`config.mk`:
```
export PLATFORM = sky130hd
export DESIGN_NAME = hawk_axi_rd_arb
export DESIGN_NICKNAME = d
export VERILOG_FILES = /design/src/rtl/hawk_rd_pkg.sv /design/src/rtl/hawk_rr_picker.sv /design/src/rtl/hawk_axi_rd_arb.sv
export SDC_FILE = /design/constraint.sdc
export NUM_CORES = 1
export LEC_CHECK = 0
export ABC_AREA = 1
export BUFFER_PORTS_ARGS = -buffer_cell sky130_fd_sc_hd__buf_4
export CORE_AREA = 10 10 247 249
export CTS_BUF_LIST = sky130_fd_sc_hd__clkbuf_4 sky130_fd_sc_hd__clkbuf_8
export DETAILED_ROUTE_END_ITERATION = 10
export DIE_AREA = 0 0 257 259
export PLACE_DENSITY = 0.44
export SYNTH_ARGS = -nofsm -noshare
export SYNTH_HDL_FRONTEND = slang
export SYNTH_SLANG_ARGS = --single-unit
```
`constraint.sdc`:
```
create_clock -name clk_i -period 4 [get_ports clk_i]
set_clock_uncertainty 0.2 [all_clocks]
set_input_delay 0.8 -clock clk_i [delete_from_list [all_inputs] [get_ports clk_i]]
set_output_delay 0.8 -clock clk_i [all_outputs]
set_load 0.005 [all_outputs]
```
`src/rtl/hawk_rd_pkg.sv`:
```
// Shared definitions for the Hawk AXI read arbiter.
// Contents:
//   ARB_NUM_REQ      - number of page-read sub-engines sharing the read master
//   RD_REQ_*         - requester indices (bit position in every per-requester vector)
//   arb_state_t      - arbiter FSM state encoding
package hawk_rd_pkg;

  localparam int unsigned ARB_NUM_REQ = 4;

  localparam int unsigned RD_REQ_LKUP   = 0;  // ATT/list lookup
  localparam int unsigned RD_REQ_COMP   = 1;  // compression manager
  localparam int unsigned RD_REQ_DECOMP = 2;  // decompression manager
  localparam int unsigned RD_REQ_CMPT   = 3;  // zero-page compacter

  typedef enum logic [1:0] {
    StIdle = 2'd0,
    StAddr = 2'd1,
    StData = 2'd2
  } arb_state_t;

endpackage

```
`src/rtl/hawk_rr_picker.sv`:
```
// Combinational round-robin picker.
// Searches req_i starting at last_grant_i+1 (wrapping) and returns the first
// requester found.
// Ports:
//   req_i        - request vector, one bit per requester
//   last_grant_i - index of the previous grantee
//   grant_o      - chosen index (0 when valid_o is low)
//   valid_o      - at least one request is pending
module hawk_rr_picker #(
  parameter int NUM_REQ = 4,
  parameter int IDX_W   = 2
) (
  input  logic [NUM_REQ-1:0] req_i,
  input  logic [IDX_W-1:0]   last_grant_i,
  output logic [IDX_W-1:0]   grant_o,
  output logic               valid_o
);

  logic [IDX_W:0] w_idx;

  always_comb begin
    grant_o = '0;
    valid_o = 1'b0;
    w_idx   = '0;
    for (int i = 1; i <= NUM_REQ; i++) begin
      // last_grant + i never exceeds 2*NUM_REQ-1, so one subtraction wraps it.
      w_idx = {1'b0, last_grant_i} + (IDX_W + 1)'(i);
      if (w_idx >= (IDX_W + 1)'(NUM_REQ)) begin
        w_idx = w_idx - (IDX_W + 1)'(NUM_REQ);
      end
      if (!valid_o && req_i[w_idx[IDX_W-1:0]]) begin
        valid_o = 1'b1;
        grant_o = w_idx[IDX_W-1:0];
      end
    end
  end

endmodule

```
`src/rtl/hawk_axi_rd_arb.sv`:
```
// Round-robin arbiter sharing the single Hawk AXI4 read master between the
// page-read sub-engines. Ownership is held from AR grant until the owner's
// last read beat, so exactly one burst is outstanding. R beats go only to
// the owner; data/resp/last are broadcast (zeroed outside DATA).
// Ports:
//   clk_i, rst_i                      - clock, async active-high reset
//   req_arvalid_i/addr_i/arlen_i      - per-requester AR requests (req 0 in LSBs)
//   req_arready_o                     - one-hot accept pulse to the owner
//   req_rvalid_o/rdata_o/rresp_o/rlast_o, req_rready_i - requester R side
//   m_ar*, m_arready_i                - master AR channel
//   m_r*, m_rready_o                  - master R channel
//   busy_o, owner_o                   - status
//   proto_err_o, wdog_timeout_o       - sticky error flags, cleared by err_clr_i
// Build option: define HAWK_RD_ARB_WDOG_EN to enable the stall watchdog;
// otherwise wdog_timeout_o is tied to 0.
`ifndef HACD_AXI4_ADDR_WIDTH
`define HACD_AXI4_ADDR_WIDTH 64
`endif
`ifndef HACD_AXI4_DATA_WIDTH
`define HACD_AXI4_DATA_WIDTH 128
`endif

module hawk_axi_rd_arb
  import hawk_rd_pkg::*;
#(
  parameter int NUM_REQ     = ARB_NUM_REQ,
  parameter int ADDR_W      = `HACD_AXI4_ADDR_WIDTH,
  parameter int DATA_W      = `HACD_AXI4_DATA_WIDTH,
  parameter int WDOG_CYCLES = 1024
) (
  input  logic                        clk_i,
  input  logic                        rst_i,
  input  logic [NUM_REQ-1:0]          req_arvalid_i,
  input  logic [NUM_REQ*ADDR_W-1:0]   req_addr_i,
  input  logic [NUM_REQ*8-1:0]        req_arlen_i,
  output logic [NUM_REQ-1:0]          req_arready_o,
  output logic [NUM_REQ-1:0]          req_rvalid_o,
  output logic [DATA_W-1:0]           req_rdata_o,
  output logic [1:0]                  req_rresp_o,
  output logic                        req_rlast_o,
  input  logic [NUM_REQ-1:0]          req_rready_i,
  output logic                        m_arvalid_o,
  output logic [ADDR_W-1:0]           m_araddr_o,
  output logic [7:0]                  m_arlen_o,
  input  logic                        m_arready_i,
  input  logic                        m_rvalid_i,
  input  logic [DATA_W-1:0]           m_rdata_i,
  input  logic [1:0]                  m_rresp_i,
  input  logic                        m_rlast_i,
  output logic                        m_rready_o,
  output logic                        busy_o,
  output logic [$clog2(NUM_REQ)-1:0]  owner_o,
  output logic                        proto_err_o,
  input  logic                        err_clr_i,
  output logic                        wdog_timeout_o
);

  localparam int IDX_W = $clog2(NUM_REQ);

  // The watchdog counter is 16 bits wide.
  if (WDOG_CYCLES < 1 || WDOG_CYCLES > 65535) begin : g_bad_wdog
    $error("hawk_axi_rd_arb: WDOG_CYCLES must be in 1..65535");
  end

  arb_state_t        r_state;
  logic [IDX_W-1:0]  r_owner;
  logic [IDX_W-1:0]  r_last_grant;
  logic [ADDR_W-1:0] r_addr;
  logic [7:0]        r_len;
  logic [7:0]        r_beat;
  logic              r_proto_err;

  logic [IDX_W-1:0]  w_grant;
  logic              w_grant_vld;
  logic              w_ar_hs;
  logic              w_r_hs;
  logic              w_err_early;
  logic              w_err_over;

  hawk_rr_picker #(
    .NUM_REQ (NUM_REQ),
    .IDX_W   (IDX_W)
  ) u_picker (
    .req_i        (req_arvalid_i),
    .last_grant_i (r_last_grant),
    .grant_o      (w_grant),
    .valid_o      (w_grant_vld)
  );

  assign w_ar_hs = (r_state == StAddr) && m_arready_i;
  assign w_r_hs  = (r_state == StData) && m_rvalid_i && req_rready_i[r_owner];

  // r_beat counts completed beats, so it equals the index of the current beat.
  assign w_err_early = w_r_hs && m_rlast_i && (r_beat < r_len);
  assign w_err_over  = w_r_hs && !m_rlast_i && (r_beat >= r_len);

  always_ff @(posedge clk_i or posedge rst_i) begin
    if (rst_i) begin
      r_state      <= StIdle;
      r_owner      <= '0;
      r_last_grant <= IDX_W'(NUM_REQ - 1);
      r_addr       <= '0;
      r_len        <= '0;
      r_beat       <= '0;
      r_proto_err  <= 1'b0;
    end else begin
      // Set takes priority over a simultaneous clear.
      r_proto_err <= (r_proto_err & ~err_clr_i) | w_err_early | w_err_over;
      unique case (r_state)
        StIdle: begin
          if (w_grant_vld) begin
            r_owner <= w_grant;
            r_addr  <= req_addr_i[int'(w_grant)*ADDR_W +: ADDR_W];
            r_len   <= req_arlen_i[int'(w_grant)*8 +: 8];
            r_beat  <= '0;
            r_state <= StAddr;
          end
        end
        StAddr: begin
          if (m_arready_i) begin
            r_last_grant <= r_owner;
            r_state      <= StData;
          end
        end
        StData: begin
          if (w_r_hs) begin
            if (r_beat != 8'hFF) begin
              r_beat <= r_beat + 8'd1;
            end
            if (m_rlast_i) begin
              r_state <= StIdle;
            end
          end
        end
        default: r_state <= StIdle;
      endcase
    end
  end

  always_comb begin
    req_arready_o = '0;
    req_rvalid_o  = '0;
    req_rdata_o   = '0;
    req_rresp_o   = '0;
    req_rlast_o   = 1'b0;
    m_rready_o    = 1'b0;
    if (r_state == StAddr) begin
      req_arready_o[r_owner] = m_arready_i;
    end
    if (r_state == StData) begin
      req_rvalid_o[r_owner] = m_rvalid_i;
      req_rdata_o           = m_rdata_i;
      req_rresp_o           = m_rresp_i;
      req_rlast_o           = m_rlast_i;
      m_rready_o            = req_rready_i[r_owner];
    end
  end

  assign m_arvalid_o = (r_state == StAddr);
  assign m_araddr_o  = r_addr;
  assign m_arlen_o   = r_len;
  assign busy_o      = (r_state != StIdle);
  assign owner_o     = r_owner;
  assign proto_err_o = r_proto_err;

`ifdef HAWK_RD_ARB_WDOG_EN
  logic [15:0] r_wdog_cnt;
  logic        r_wdog;
  logic        w_wdog_run;
  logic        w_wdog_hit;

  // Counts stalled cycles; any handshake shows forward progress.
  assign w_wdog_run = (r_state != StIdle) && !w_ar_hs && !w_r_hs;
  assign w_wdog_hit = w_wdog_run && ((r_wdog_cnt + 16'd1) >= 16'(WDOG_CYCLES));

  always_ff @(posedge clk_i or posedge rst_i) begin
    if (rst_i) begin
      r_wdog_cnt <= '0;
      r_wdog     <= 1'b0;
    end else begin
      r_wdog <= (r_wdog & ~err_clr_i) | w_wdog_hit;
      if (!w_wdog_run) begin
        r_wdog_cnt <= '0;
      end else if (r_wdog_cnt != 16'(WDOG_CYCLES)) begin
        r_wdog_cnt <= r_wdog_cnt + 16'd1;
      end
    end
  end

  assign wdog_timeout_o = r_wdog;
`else
  assign wdog_timeout_o = 1'b0;
`endif

endmodule
```
==> impl_summary.md, run 1 <==
Flow run
The count of maximum capacitance violations is 0.

Logic synthesis
The share of flip-flops with an asynchronous set or reset is 1.000. For this run, the number of Yosys warnings is 0. Counting flops with a built-in enable in the synthesized netlist gives 0.

Yosys attributes the largest share of cell area to dfrtp_1, nand2_1, nand3_1. The post-synth net total is 1733. A synthesized cell averages approximately 5.9 µm².

The number of storage elements in the synthesis netlist is 87. The cell count after synthesis is 1292. In this run the cell area of the synthesized design comes to 7685 µm².

Among all flip-flop cells after synthesis, the most frequent one is dfrtp_1. Yosys mapped the design onto 31 distinct sky130hd cell types. The dominant cell type by area after synthesis is dfrtp_1.

The cell with the most instances after synthesis is nand2_1. After synthesis, the most frequently instantiated cells are nand2_1, nand3_1, inv_1. For this run, the register share of the synthesized area comes to 0.2836.

The proportion of netlist area held by the largest area contributor is 0.2768.

Critical path
The endpoint class of the critical path is a primary output. The peak fanout along the critical path is 54. The setup path with the least slack is of type reg2out. The worst setup path is launched from a flip-flop.

Data arrives at the worst endpoint at roughly 2.4 ns. The data required time at the worst endpoint is 3.00 ns.

Clock tree
The total clock buffers created by CTS is 9. The number of gates resized after CTS was 0. The clock tree synthesis step divided the H-tree into 3 levels. The clock sink count is slightly below 90. In this run the deepest clock path goes through 2 buffers. The clock network latency to the later pin of the worst-skew pair is 0.43 ns. After clock tree synthesis, the flow added hold-fix buffers numbering 0. TritonCTS built the clock tree.

In this run the post-CTS setup repair buffer count came out at 0. CTS placed an instance of clkbuf_8 at the clock tree root. Clock-pin slew was measured on the worst setup and hold paths at between 0.1 and 0.15 ns.

Power
The portion of total power attributed to sequential cells is 0.141. Of the total power, the share spent switching nets is 0.5607. The internal portion of the total power is 5.160 mW.

The power spent charging and discharging nets is 6.585 mW. For this design the ratio of total power to cell area is 864.1 nW/µm². Of the total power, combinational logic draws 0.797. For this design the static power due to leakage is approximately 7.6 nW. The part of the power in the clock network is 0.061. The worst-case IR drop observed on VDD is approximately 0.53 mV.

Cells and area
The final cell count without fillers is 2635. The growth of design area from synthesis to finish is 76.86%. The number of antenna diodes in the final layout is 0. The filler cells instantiated in the layout total between 6000 and 7000.

The fraction of layout cells with a size suffix above 1 is 0.3821. The final layout net count is 2315. For this run, the share of the core covered by cells in the final layout is 0.2429.

Detailed routing
For this run, design rule violations remaining after detail routing come to 0. In the final routed layout, each cell accounts on average for 20.78 µm. The routed layout has 11180 vias.

For this run, the detailed router's first-pass iteration total came to 5. Using the TritonRoute via totals, the vias-per-cell ratio works out to 4.244. The routed design has 54.76 mm of wire. The detailed router finished its first iteration with 825 violations. The detail route stage leaves a number of antenna-violating nets equal to 0.

Global route
The number of global-route vias before repair came to 11160. The total overflow left after global routing is 0. Across every metal layer, demand over resource in global routing totals 0.1551. Entering global routing, the biggest net connects 145 pins. The initial antenna violation count was 2. The first-pass GRT wire length is about 80 mm.

Timing
Setup total negative slack on the finished layout was measured at 0 ns. Setup violations remaining at the end of the flow were counted as 0. Setup repair after global routing left no endpoint under its margin. The number of endpoints with negative hold slack in the final report is 0. Hold is met by 0.2276 ns. For the finished layout, the period the worst path requires is 3.354 ns. Static timing analysis puts the maximum clock frequency at 298.2 MHz.

The count of pins over their slew limit came to 0. In this run the tightest slew margin relative to its limit is 0.3756. For the pin with the worst max-slew slack, the measured transition is 0.9367 ns. Dividing the final minimum period by the clock period gives 0.8384.

Floorplanning
From bottom edge to top edge, the die measures 259 µm. For this design the top-level I/O count stands at 650. The starting density of the core is 0.1373.

The width of the chip is 257 µm. The area of the core is 55950 µm². The cell row count is 87.

The floorplan die area is 66560 µm².

Run status
The run finished with clean final reports.

Placed design
The HPWL after detailed placement is 44.74 mm. Once placement completed, the tool counted placed cells totaling 2619. The number of input and output port buffers inserted is 648. Routability-driven placement finished with a final weighted congestion of 0.9920.

Worst hold path
The min-delay analysis places its worst path in the category in2async.
path summary, 6_finish.rpt:
check	slack, ns	cells after the start	start	to
setup / recovery	0.65	6	r_state[1]$_DFFE_PP0P_	req_rdata_o[44]
hold / removal	0.23	2	rst_i	m_araddr_o[32]$_DFFE_PP0P_
setup reg to reg	0.77	10	r_last_grant[0]$_DFFE_PP1P_	m_araddr_o[26]$_DFFE_PP0P_
hold reg to reg	0.29	2	m_araddr_o[7]$_DFFE_PP0P_	m_araddr_o[7]$_DFFE_PP0P_
max in group asynchronous	2.61	3	rst_i	m_araddr_o[33]$_DFFE_PP0P_
min in group clk_i	0.29	2	m_araddr_o[7]$_DFFE_PP0P_	m_araddr_o[7]$_DFFE_PP0P_
cell families (layout without fill, tap and decap cells):
kind of cell | count (synthesis) | count (layout) | synth area share
other | 1 | 1 | 0.0004880
AND/OR/NAND/NOR | 891 | 891 | 0.5259
adder cells (fa/ha/maj) | 9 | 9 | 0.01465
buffers and inverters | 276 | 863 | 0.1513
XOR/XNOR | 5 | 5 | 0.005700
flip-flops | 87 | 87 | 0.2836
AO/OA/AOI/OAI | 23 | 23 | 0.01840
critical path: stages, from the launching register on:
cell      delay [ns]
dfrtp_1         0.40
inv_1           0.05
nor2_1          0.17
clkinv_2        0.43
buf_4           0.48
nor2_1          0.20
buf_4           0.14
cells in the final DEF, fill, tap and decap left out:
cell	instances
nand4_1	148
inv_6	3
bufinv_16	1
clkinvlp_4	2
xnor2_1	2
nand2_1	355
inv_1	157
buf_12	10
o211ai_1	2
a21oi_1	3
nand2_2	4
a31oi_1	3
clkinv_2	1
clkbuf_8	9
buf_4	673
nand3_1	228
conb_1	1
nor2_4	1
dfstp_2	2
o21ai_0	8
nor3_1	5
inv_4	2
or2_2	1
nand3_4	3
nand2_4	1
clkinv_8	1
nor2_1	144
inv_2	4
o31ai_1	6
o21a_1	1
xor2_1	3
dfrtp_1	85
ha_1	9
nor3b_1	1
flip-flops by register name (all words and copies together), names as in the netlist:
signal / flops
m_araddr_o: 64
m_arlen_o: 8
owner_o: 2
proto_err_o: 1
r_beat: 8
r_last_grant: 2
r_state: 2
area by class of cell:
type | instances | area (µm²) | area share
clock buffer | 9 | 123.9 | 0.009114
inverter | 164 | 621.8 | 0.04575
sequential | 87 | 2180 | 0.1604
clock inverter | 7 | 87.58 | 0.006444
multi-input combinational | 929 | 4380 | 0.3223
timing repair buffer | 683 | 5253 | 0.3864
tap | 756 | 945.9 | 0.06959
power by group through the flow:
stage	Combinational (mW)	Sequential, mW	Clock, mW
final	9.36	1.66	0.722
after global routing	10.4	1.72	0.802
after CTS	9.45	1.67	0.779
after detailed placement	9.44	1.67	0
after global placement	9.44	1.66	0
after floorplan	5.61	1.60	0
per-stage QoR:
step | total power, mW | setup slack [ns] | area (µm²)
floorplan | 7.217 | 0.7531 | 7685
CTS | 11.89 | 0.6143 | 13590
finish | 11.75 | 0.6463 | 13590
global route | 12.88 | 0.3978 | 13590
detailed placement | 11.11 | 0.8329 | 13380
global placement | 11.11 | 0.8363 | 13380
metal layers:
layer | wire length (µm) | GRT usage
met4 | 1181 | 0.04339
met1 | 23130 | 0.1939
met3 | 4874 | 0.05996
met5 | 7 | 0
met2 | 25560 | 0.2439
Power figures use the tool's default switching activity.
==> run 2: changes to the inputs <==
--- a/config.mk
+++ b/config.mk
@@ -5,12 +5,12 @@
 export SDC_FILE = /design/constraint.sdc
 export NUM_CORES = 1
 export LEC_CHECK = 0
-export ABC_AREA = 1
+export ABC_AREA = 0
 export BUFFER_PORTS_ARGS = -buffer_cell sky130_fd_sc_hd__buf_4
-export CORE_AREA = 10 10 247 249
+export CORE_AREA = 10 10 242 244
 export CTS_BUF_LIST = sky130_fd_sc_hd__clkbuf_4 sky130_fd_sc_hd__clkbuf_8
 export DETAILED_ROUTE_END_ITERATION = 10
-export DIE_AREA = 0 0 257 259
+export DIE_AREA = 0 0 252 254
 export PLACE_DENSITY = 0.44
 export SYNTH_ARGS = -nofsm -noshare
 export SYNTH_HDL_FRONTEND = slang
==> constraint.sdc (replaced) <==
create_clock -name clk_i -period 3 [get_ports clk_i]
set_clock_uncertainty 0.2 [all_clocks]
set_input_delay 0.6 -clock clk_i [delete_from_list [all_inputs] [get_ports clk_i]]
set_output_delay 0.6 -clock clk_i [all_outputs]
set_load 0.005 [all_outputs]
==> run 2 against run 1 <==
Effect of this change: critical path depth fell by 2; sequential cell count unchanged; clock power up 38%; sequential share of layout area is 1.4 points higher; global-route usage fell by 3.0 points; largest power group unchanged; non-clock buffer count fell by 5; worst setup slack worse by 0.41 ns; sequential power grew 27%.
==> impl_summary.md, run 2 <==
Critical path
The origin of the worst setup path is r_state[0]$_DFFE_PP0P_. The data required time at the worst endpoint is 2.20 ns (-0.80 ns). The worst setup path is captured at a primary output. The setup path with the least slack is of type reg2out.

The worst reg2reg path depth is 7 (-3). The peak fanout along the critical path is 80 (+48%). The end point of the critical path is req_rdata_o[99]. The minimum setup slack among reg-to-reg paths was 0.41 ns (-0.36 ns). The worst setup path is launched from a flip-flop.

The endpoint of the worst-slack reg-to-reg timing path is m_araddr_o[52]$_DFFE_PP0P_. The reg-to-reg startpoint is r_last_grant[0]$_DFFE_PP1P_. The data arrival time of the critical path was 1.96 ns (-0.39 ns).

Global route
The first-pass GRT wire length is 59.18 mm (-24%). The initial antenna violation count came to 0 (-2). The total grt overflow is 0 (unchanged).

The number of global-route vias before repair is 8525 (-24%). The largest net degree at the start of global routing is 88 (-39%). The global routing usage summed across all routing layers came to 0.1247 (-0.03042).

Floorplanning
The width of the chip was 252 µm (-1.9%). The starting density of the core is 0.1218 (-0.01557). The floorplan die area is 64010 µm² (-3.8%). The area of the core was 53600 µm² (-4.2%). The height of the die came to 254 µm (-1.9%). The cell row count is 85 (-2.3%). The I/O pin count is 650 (unchanged).

Logic synthesis
Among all flip-flop cells after synthesis, the most frequent one is dfrtp_1. The post-synth net total is 1124 (-35%). The arithmetic-cell share of the synthesized area counting full adders, half adders and majority gates was 0.01725 (+0.002598).

The distinct cell type count after synthesis came to 43 (+39%). The post-synthesis instance area came to 6528 µm² (-15%). The fraction of the yosys area taken by sequential cells is 0.3339 (+0.05029). By area, the combinational part of the netlist is dominated by multiplexers. The cell with the most instances after synthesis is mux2i_1. The portion of netlist area occupied by mux cells was 0.2308 (+0.2308).

The number of storage elements in the synthesis netlist was 87 (unchanged). The count of yosys warnings during synthesis was 0 (unchanged). After synthesis, the most frequently instantiated cells are mux2i_1, and2_1, nand2_1. The synthesized-area fraction occupied by xor and xnor cells came to 0.002684 (-0.003015). The share of the synthesized area in compound gates (AO/OA/AOI/OAI) is 0.1323 (+0.1139).

The number of enable flip-flop cells after synthesis was 0 (unchanged). The share of flip-flops with an asynchronous set or reset came to 1.000 (unchanged). The average instance area after synthesis was 9.557 µm² (+61%). By area the synthesized netlist is led by dfrtp_1, mux2i_1, and2_1. The cell count after synthesis is 683 (-47%).

The post-synthesis share of cell area spent on and, or, nand and nor gates is 0.2212 (-0.3047). The proportion of netlist area held by the largest area contributor came to 0.3259 (+0.04907). Of all cell types, the one taking the most synthesized area is dfrtp_1.

Cells and area
The final layout net count is 1755 (-24%). In the layout the commonest cells are buf_4, mux2i_1, and2_1. The library cell used most frequently in the layout, excluding fill and tap cells, is buf_4.

The fraction of layout cells with a size suffix above 1 is 0.5463 (+0.1642). The final instance area is 12480 µm² (-8.2%). The flip-flop count of the largest register, all copies and words added is 64 (unchanged). Compared with the post-synthesis result, the final layout area differs by 91.14%. The post-route core utilization is 0.2328 (-0.01015).

Clock tree
The total clock buffers created by CTS is 9 (unchanged). The maximum level of the CTS H-tree is 3 (unchanged). The count of instances resized after the clock tree is built is 0 (unchanged). The clock network latency to the later pin of the worst-skew pair is 0.42 ns (about the same).

The number of buffers added to fix hold violations after cts is 0 (unchanged). The clock root buffer is clkbuf_8. The clock sink count is 87 (unchanged). The clock transition at the registers of the reported paths is 0.10 ns (-0.02 ns).

The post-CTS setup buffer count was 0 (unchanged). TritonCTS built the clock tree. The worst-case clock buffer depth was 2 (unchanged).

Timing
The final hold slack came to 0.1123 ns (-0.1153 ns). The final critical delay including setup and external delays is 2.765 ns. In the finished design, the share of the clock period the worst path needs comes to 0.9216. The final total negative setup slack is 0 ns (unchanged). The transition time of the tightest slew-check pin is 0.5499 ns (-0.3868 ns).

The setup violation total in the final timing report is 0 (unchanged). The max-slew headroom at the worst pin was 0.6306 (+0.2550). The number of endpoints with negative hold slack in the final report was 0 (unchanged). The count of pins over their slew limit is 0 (unchanged). Timing would allow up to 361.7 MHz.

Setup repair after global routing left no endpoint under its margin.

Placed design
The HPWL after detailed placement was 35.11 mm (-22%). The post-place instance area came to 12260 µm² (-8.4%). The global placer's final weighted congestion was 0.9677 (-2.4%). The number of input and output port buffers inserted is 648 (unchanged).

Power
The worst vdd rail ir drop came to 0.3551 mV (-33%). The standby leakage power is 6.410 nW (-16%). The total power density per cell area was 716.4 nW/µm² (-17%).

The total power draw is 8.939 mW (-24%).

Worst hold path
The path class of the tightest hold or removal check is in2async.

Detailed routing
The total wirelength of the detailed-routed design is 42.02 mm (-23%). The number of DRC markers in iteration 0 is 354 (-57%). The routed length per instance is 20.85 µm (+0.35%). The routed via count divided by cell count is 3.861 (-9.0%). The number of nets with antenna violations after detailed routing is 0 (unchanged). The count of unresolved DRC violations after routing is 0 (unchanged). The overall via count from detail_route is 7780 (-30%). The first-pass iteration count of the detailed router came to 4 (-1).

Flow run
The count of maximum capacitance violations is 0 (unchanged).

Run status
The run finished with clean final reports.
-- run 2: cell types whose count changed in the layout (fill, tap and decap cells not counted), moves of 63 or more --
cell      delta
mux2i_1    +146
inv_1      -145
nand3_1    -222
nand2_1    -268
and2_1     +133
nor2_1     -132
o221ai_1    +63
nand4_1    -143
-- run 2: power breakdown --
part | total, mW | internal, mW | switching, mW
Combinational | 5.84 | 2.97 | 2.86
Sequential | 2.11 | 1.73 | 0.376
Clock | 0.994 | 0.477 | 0.517
-- run 2: stage by stage --
step           cells  worst slack [ns]
2_1_floorplan    683            0.7629
3_3_place_gp    1999            0.2787
3_5_place_dp    1999            0.2588
4_1_cts         2014            0.1398
5_1_grt         2014           0.05546
6_report        2015            0.2353
-- run 2: cell families (layout without fill, tap and decap cells) --
kind of cell / after synthesis / in the layout
other cells: 1 / 2
flops: 87 / 87
buf+inv: 71 / 706
compound gates: 97 / 97
simple gates: 267 / 267
mux: 149 / 149
fa+ha+maj: 9 / 9
xor+xnor: 2 / 2
-- run 2: worst min-delay path by stage --
stage	startpoint	to	slack [ns]
floorplan	m_araddr_o[0]$_DFFE_PP0P_	m_araddr_o[0]$_DFFE_PP0P_	0.28
global placement	m_araddr_o[19]$_DFFE_PP0P_	m_araddr_o[19]$_DFFE_PP0P_	0.27
detailed placement	m_araddr_o[39]$_DFFE_PP0P_	m_araddr_o[39]$_DFFE_PP0P_	0.27
CTS	rst_i	m_araddr_o[25]$_DFFE_PP0P_	0.09
global route	rst_i	m_araddr_o[25]$_DFFE_PP0P_	0.1
finish	rst_i	m_araddr_o[25]$_DFFE_PP0P_	0.11
-- run 2: cell type report --
| cell class | instances | area [µm²] |
|---|---|---|
| Timing Repair Buffer | 678 | 5190 |
| Sequential cell | 87 | 2180 |
| Fill cell | 5910 | 41120 |
| Tap cell | 696 | 870.8 |
| Multi-Input combinational cell | 525 | 3968 |
| Antenna cell | 1 | 2.502 |
| Clock inverter | 5 | 82.58 |
| Clock buffer | 10 | 131.4 |
| Inverter | 13 | 52.55 |
-- run 2: critical path, stage by stage, from the launching register on --
cell and delay, ns:
dfrtp_1 0.47, nor2b_4 0.31, buf_12 0.29, and2_1 0.29
buf_4 0.16
-- run 2: layer usage --
layer	wire length [µm]	track usage	up-vias
li1	-	-	3712
met1	16900	0.1432	3737
met2	21620	0.2204	312
met3	3053	0.04372	19
met4	443	0.02302	0
met5	0	0	-
==> run 3: changes to the inputs <==
--- a/config.mk
+++ b/config.mk
@@ -12,6 +12,7 @@
 export DETAILED_ROUTE_END_ITERATION = 10
 export DIE_AREA = 0 0 252 254
 export PLACE_DENSITY = 0.44
+export SETUP_SLACK_MARGIN = 0.4
 export SYNTH_ARGS = -nofsm -noshare
 export SYNTH_HDL_FRONTEND = slang
 export SYNTH_SLANG_ARGS = --single-unit
==> run 3 against run 2 <==
Effect of this change: critical path depth is 1 higher; final cell count rose by 0.74%; clock power about the same; core utilization rose by 0.46 points; highest routed layer unchanged; non-clock buffer count grew 14; critical path type unchanged; register-to-register slack better by 0.13 ns; design area grew 2.0%; clock-buffer cell count is the same; fmax up 10%; total power increased by 3.5%; via count increased by 1.5%; die area unchanged.
==> impl_summary.md, run 3 (synthesis results as in run 2) <==
Cells and area
The most common cell after layout, fill and taps aside is buf_4. Compared with the post-synthesis result, the final layout area differs by 94.94%. The filler cell count in the final layout is 5901 (-0.15%). The fraction of layout cells with a size suffix above 1 was 0.5578 (+0.01153). The final cell count without fillers is 2030 (+0.74%). The combined area of the multi-input logic cells is 3996 µm² (+0.73%). Leaving out fill and tap cells, the most frequent cells in the layout are buf_4, mux2i_1, and2_1.

The sequential cell area was 2181 µm² (about the same). The final layout net count was 1769 (+0.80%). The flip-flop count of the largest register, all copies and words added came to 64 (unchanged).

Global route
The global routing usage summed across all routing layers is 0.1272 (+0.002538). The first-pass GRT wire length is 60.27 mm (+1.8%). The number of global-route vias before repair was 8614 (+1.0%). The initial antenna violation count was 0 (unchanged). The total grt overflow is 0 (unchanged). The largest net degree at the start of global routing is 88 (unchanged).

Critical path
The standard cell with the maximum stage delay on the critical path is dfrtp_2. The signal on the critical path passes through nor2b_4, buf_12, buf_12, and2_1, buf_4. The critical path class is reg2out. The endpoint class of the critical path is a primary output. The peak fanout along the critical path is 5 (-94%). The data arrival time of the critical path was 1.71 ns (-0.25 ns). The data required time at the worst endpoint came to 2.20 ns (about the same).

Grouping stages by cell kind, the critical path spends the most delay in buffers and inverters. The sum of buffers and inverters on the critical path was 3 (+1). The peak per-stage delay on the critical path is 0.45 ns (-0.02 ns). In this design, the critical path's most frequently occurring cell is buf_12. STA classifies the critical path startpoint as a flip-flop.

Detailed routing
The total met3 wirelength after detailed routing was 3.363 mm (+10%). The wire length on met1 is 17.32 mm (+2.4%). The routed length per instance is 21.18 µm (+1.6%).

The number of DRC markers in iteration 0 was 328 (-7.3%). The number of nets with antenna violations after detailed routing is 0 (unchanged). The overall via count from detail_route is 7900 (+1.5%). The routed via count divided by cell count is 3.892 (+0.79%). The total length of routed met2 wires is 21.91 mm (+1.3%). The uppermost metal layer occupied by signal nets is met4. The first-pass iteration count of the detailed router is 4 (unchanged). The total wirelength of the detailed-routed design was 42.99 mm (+2.3%). The count of unresolved DRC violations after routing is 0 (unchanged).

Power
The standby leakage power is 6.525 nW (+1.8%). The total power density per cell area is 727.1 nW/µm² (+1.5%). The worst vdd rail ir drop came to 0.3588 mV (+1.1%). The total power draw is 9.252 mW (+3.5%).

Flow run
The count of maximum capacitance violations is 0 (unchanged).

Timing
The transition time of the tightest slew-check pin was 0.5560 ns (+0.006124 ns). The portion of the clock cycle consumed by the worst path in the final layout is 0.8352 (-0.08642). Setup repair after global routing could not meet its margin everywhere. The achievable frequency is 399.1 MHz (+10%). The final total negative setup slack was 0 ns (unchanged). The setup violation total in the final timing report is 0 (unchanged). The count of pins over their slew limit is 0 (unchanged). The number of endpoints with negative hold slack in the final report is 0 (unchanged). The final critical delay including setup and external delays is 2.505 ns (-0.2593 ns). The max-slew headroom at the worst pin is 0.6265 (-0.004114).

Floorplanning
The floorplan die area was 64010 µm² (unchanged). The starting density of the core came to 0.1218 (unchanged). The width of the chip was 252 µm (unchanged). The I/O pin count came to 650 (unchanged). The cell row count came to 85 (unchanged).

The area of the core is 53600 µm² (unchanged). The height of the die was 254 µm (unchanged).

Placed design
The number of input and output port buffers inserted came to 648 (unchanged). The HPWL after detailed placement is 35.11 mm (unchanged). The post-placement cell count is 1999 (unchanged).

The global placer's final weighted congestion is 0.9677 (unchanged).

Run status
The run finished with clean final reports.

Clock tree
The clock network latency to the later pin of the worst-skew pair came to 0.42 ns (about the same). The total clock buffers created by CTS was 9 (unchanged). The worst-case clock buffer depth is 2 (unchanged). The maximum level of the CTS H-tree was 3 (unchanged). The clock sink count came to 87 (unchanged). The clock root buffer is clkbuf_8. The clock transition at the registers of the reported paths came to 0.10 ns (about the same). TritonCTS built the clock tree.

Worst hold path
The worst min-delay path class is in2async.
## run 3: timing repair
action	in CTS	in global routing
setup endpoints to repair	136	93
gates cloned	3	1
hold buffers	0	0
resized for setup	5	13
setup buffers	7	3
pin swaps	0	1
## run 3: layer usage
metal  track usage  vias up
met3       0.04474       17
met5             0        -
met2        0.2227      334
li1              -     3739
met4       0.02302        0
met1        0.1479     3810
## run 3: cell type report
type / instances / share of cell area
inverters: 13 / 0.004130
multi-input cells: 525 / 0.3141
clock inverters: 5 / 0.006490
repair buffers: 692 / 0.4248
well taps: 696 / 0.06844
clock buffers: 10 / 0.01032
flip-flops and latches: 87 / 0.1714
diodes: 2 / 0.0003933
## run 3: worst reg2reg max path, cell delays in order (launching register included)
cell and delay, ns:
dfstp_2 0.56, nand2b_1 0.13, a21boi_1 0.11, nor3_4 0.35
buf_12 0.32, buf_4 0.26, mux2i_1 0.28, o221ai_2 0.13
## run 3: worst paths after layout
path / start / endpoint / slack (ns) / cells after the start
max reg2reg: r_last_grant[0]$_DFFE_PP1P_ / m_araddr_o[52]$_DFFE_PP0P_ / 0.54 / 7
max in group asynchronous: rst_i / r_state[0]$_DFFE_PP0P_ / 2.04 / 3
min reg2reg: m_araddr_o[39]$_DFFE_PP0P_ / m_araddr_o[39]$_DFFE_PP0P_ / 0.29 / 2
min in group clk_i: m_arready_i / r_state[0]$_DFFE_PP0P_ / 0.16 / 2
max: r_state[0]$_DFFE_PP0P_ / req_rdata_o[101] / 0.49 / 5
min: rst_i / m_araddr_o[25]$_DFFE_PP0P_ / 0.11 / 3
## run 3: where the power goes
part | internal (mW) | switching (mW) | total (mW)
Combinational | 3.18 | 2.97 | 6.15
Sequential | 1.73 | 0.371 | 2.10
Clock | 0.477 | 0.519 | 0.996
## run 3: per-stage QoR
| step | worst slack [ns] | hold slack (ns) | area [µm²] | utilization |
|---|---|---|---|---|
| after global routing | 0.3649 | 0.09832 | 12720 | 0.2373 |
| after global placement | 0.2787 | 0.2720 | 12260 | 0.2287 |
| after floorplan | 0.7629 | 0.2799 | 6531 | - |
| after detailed placement | 0.2588 | 0.2744 | 12260 | 0.2287 |
| final | 0.4945 | 0.1102 | 12720 | 0.2374 |
| after CTS | 0.3779 | 0.08784 | 12640 | 0.2359 |
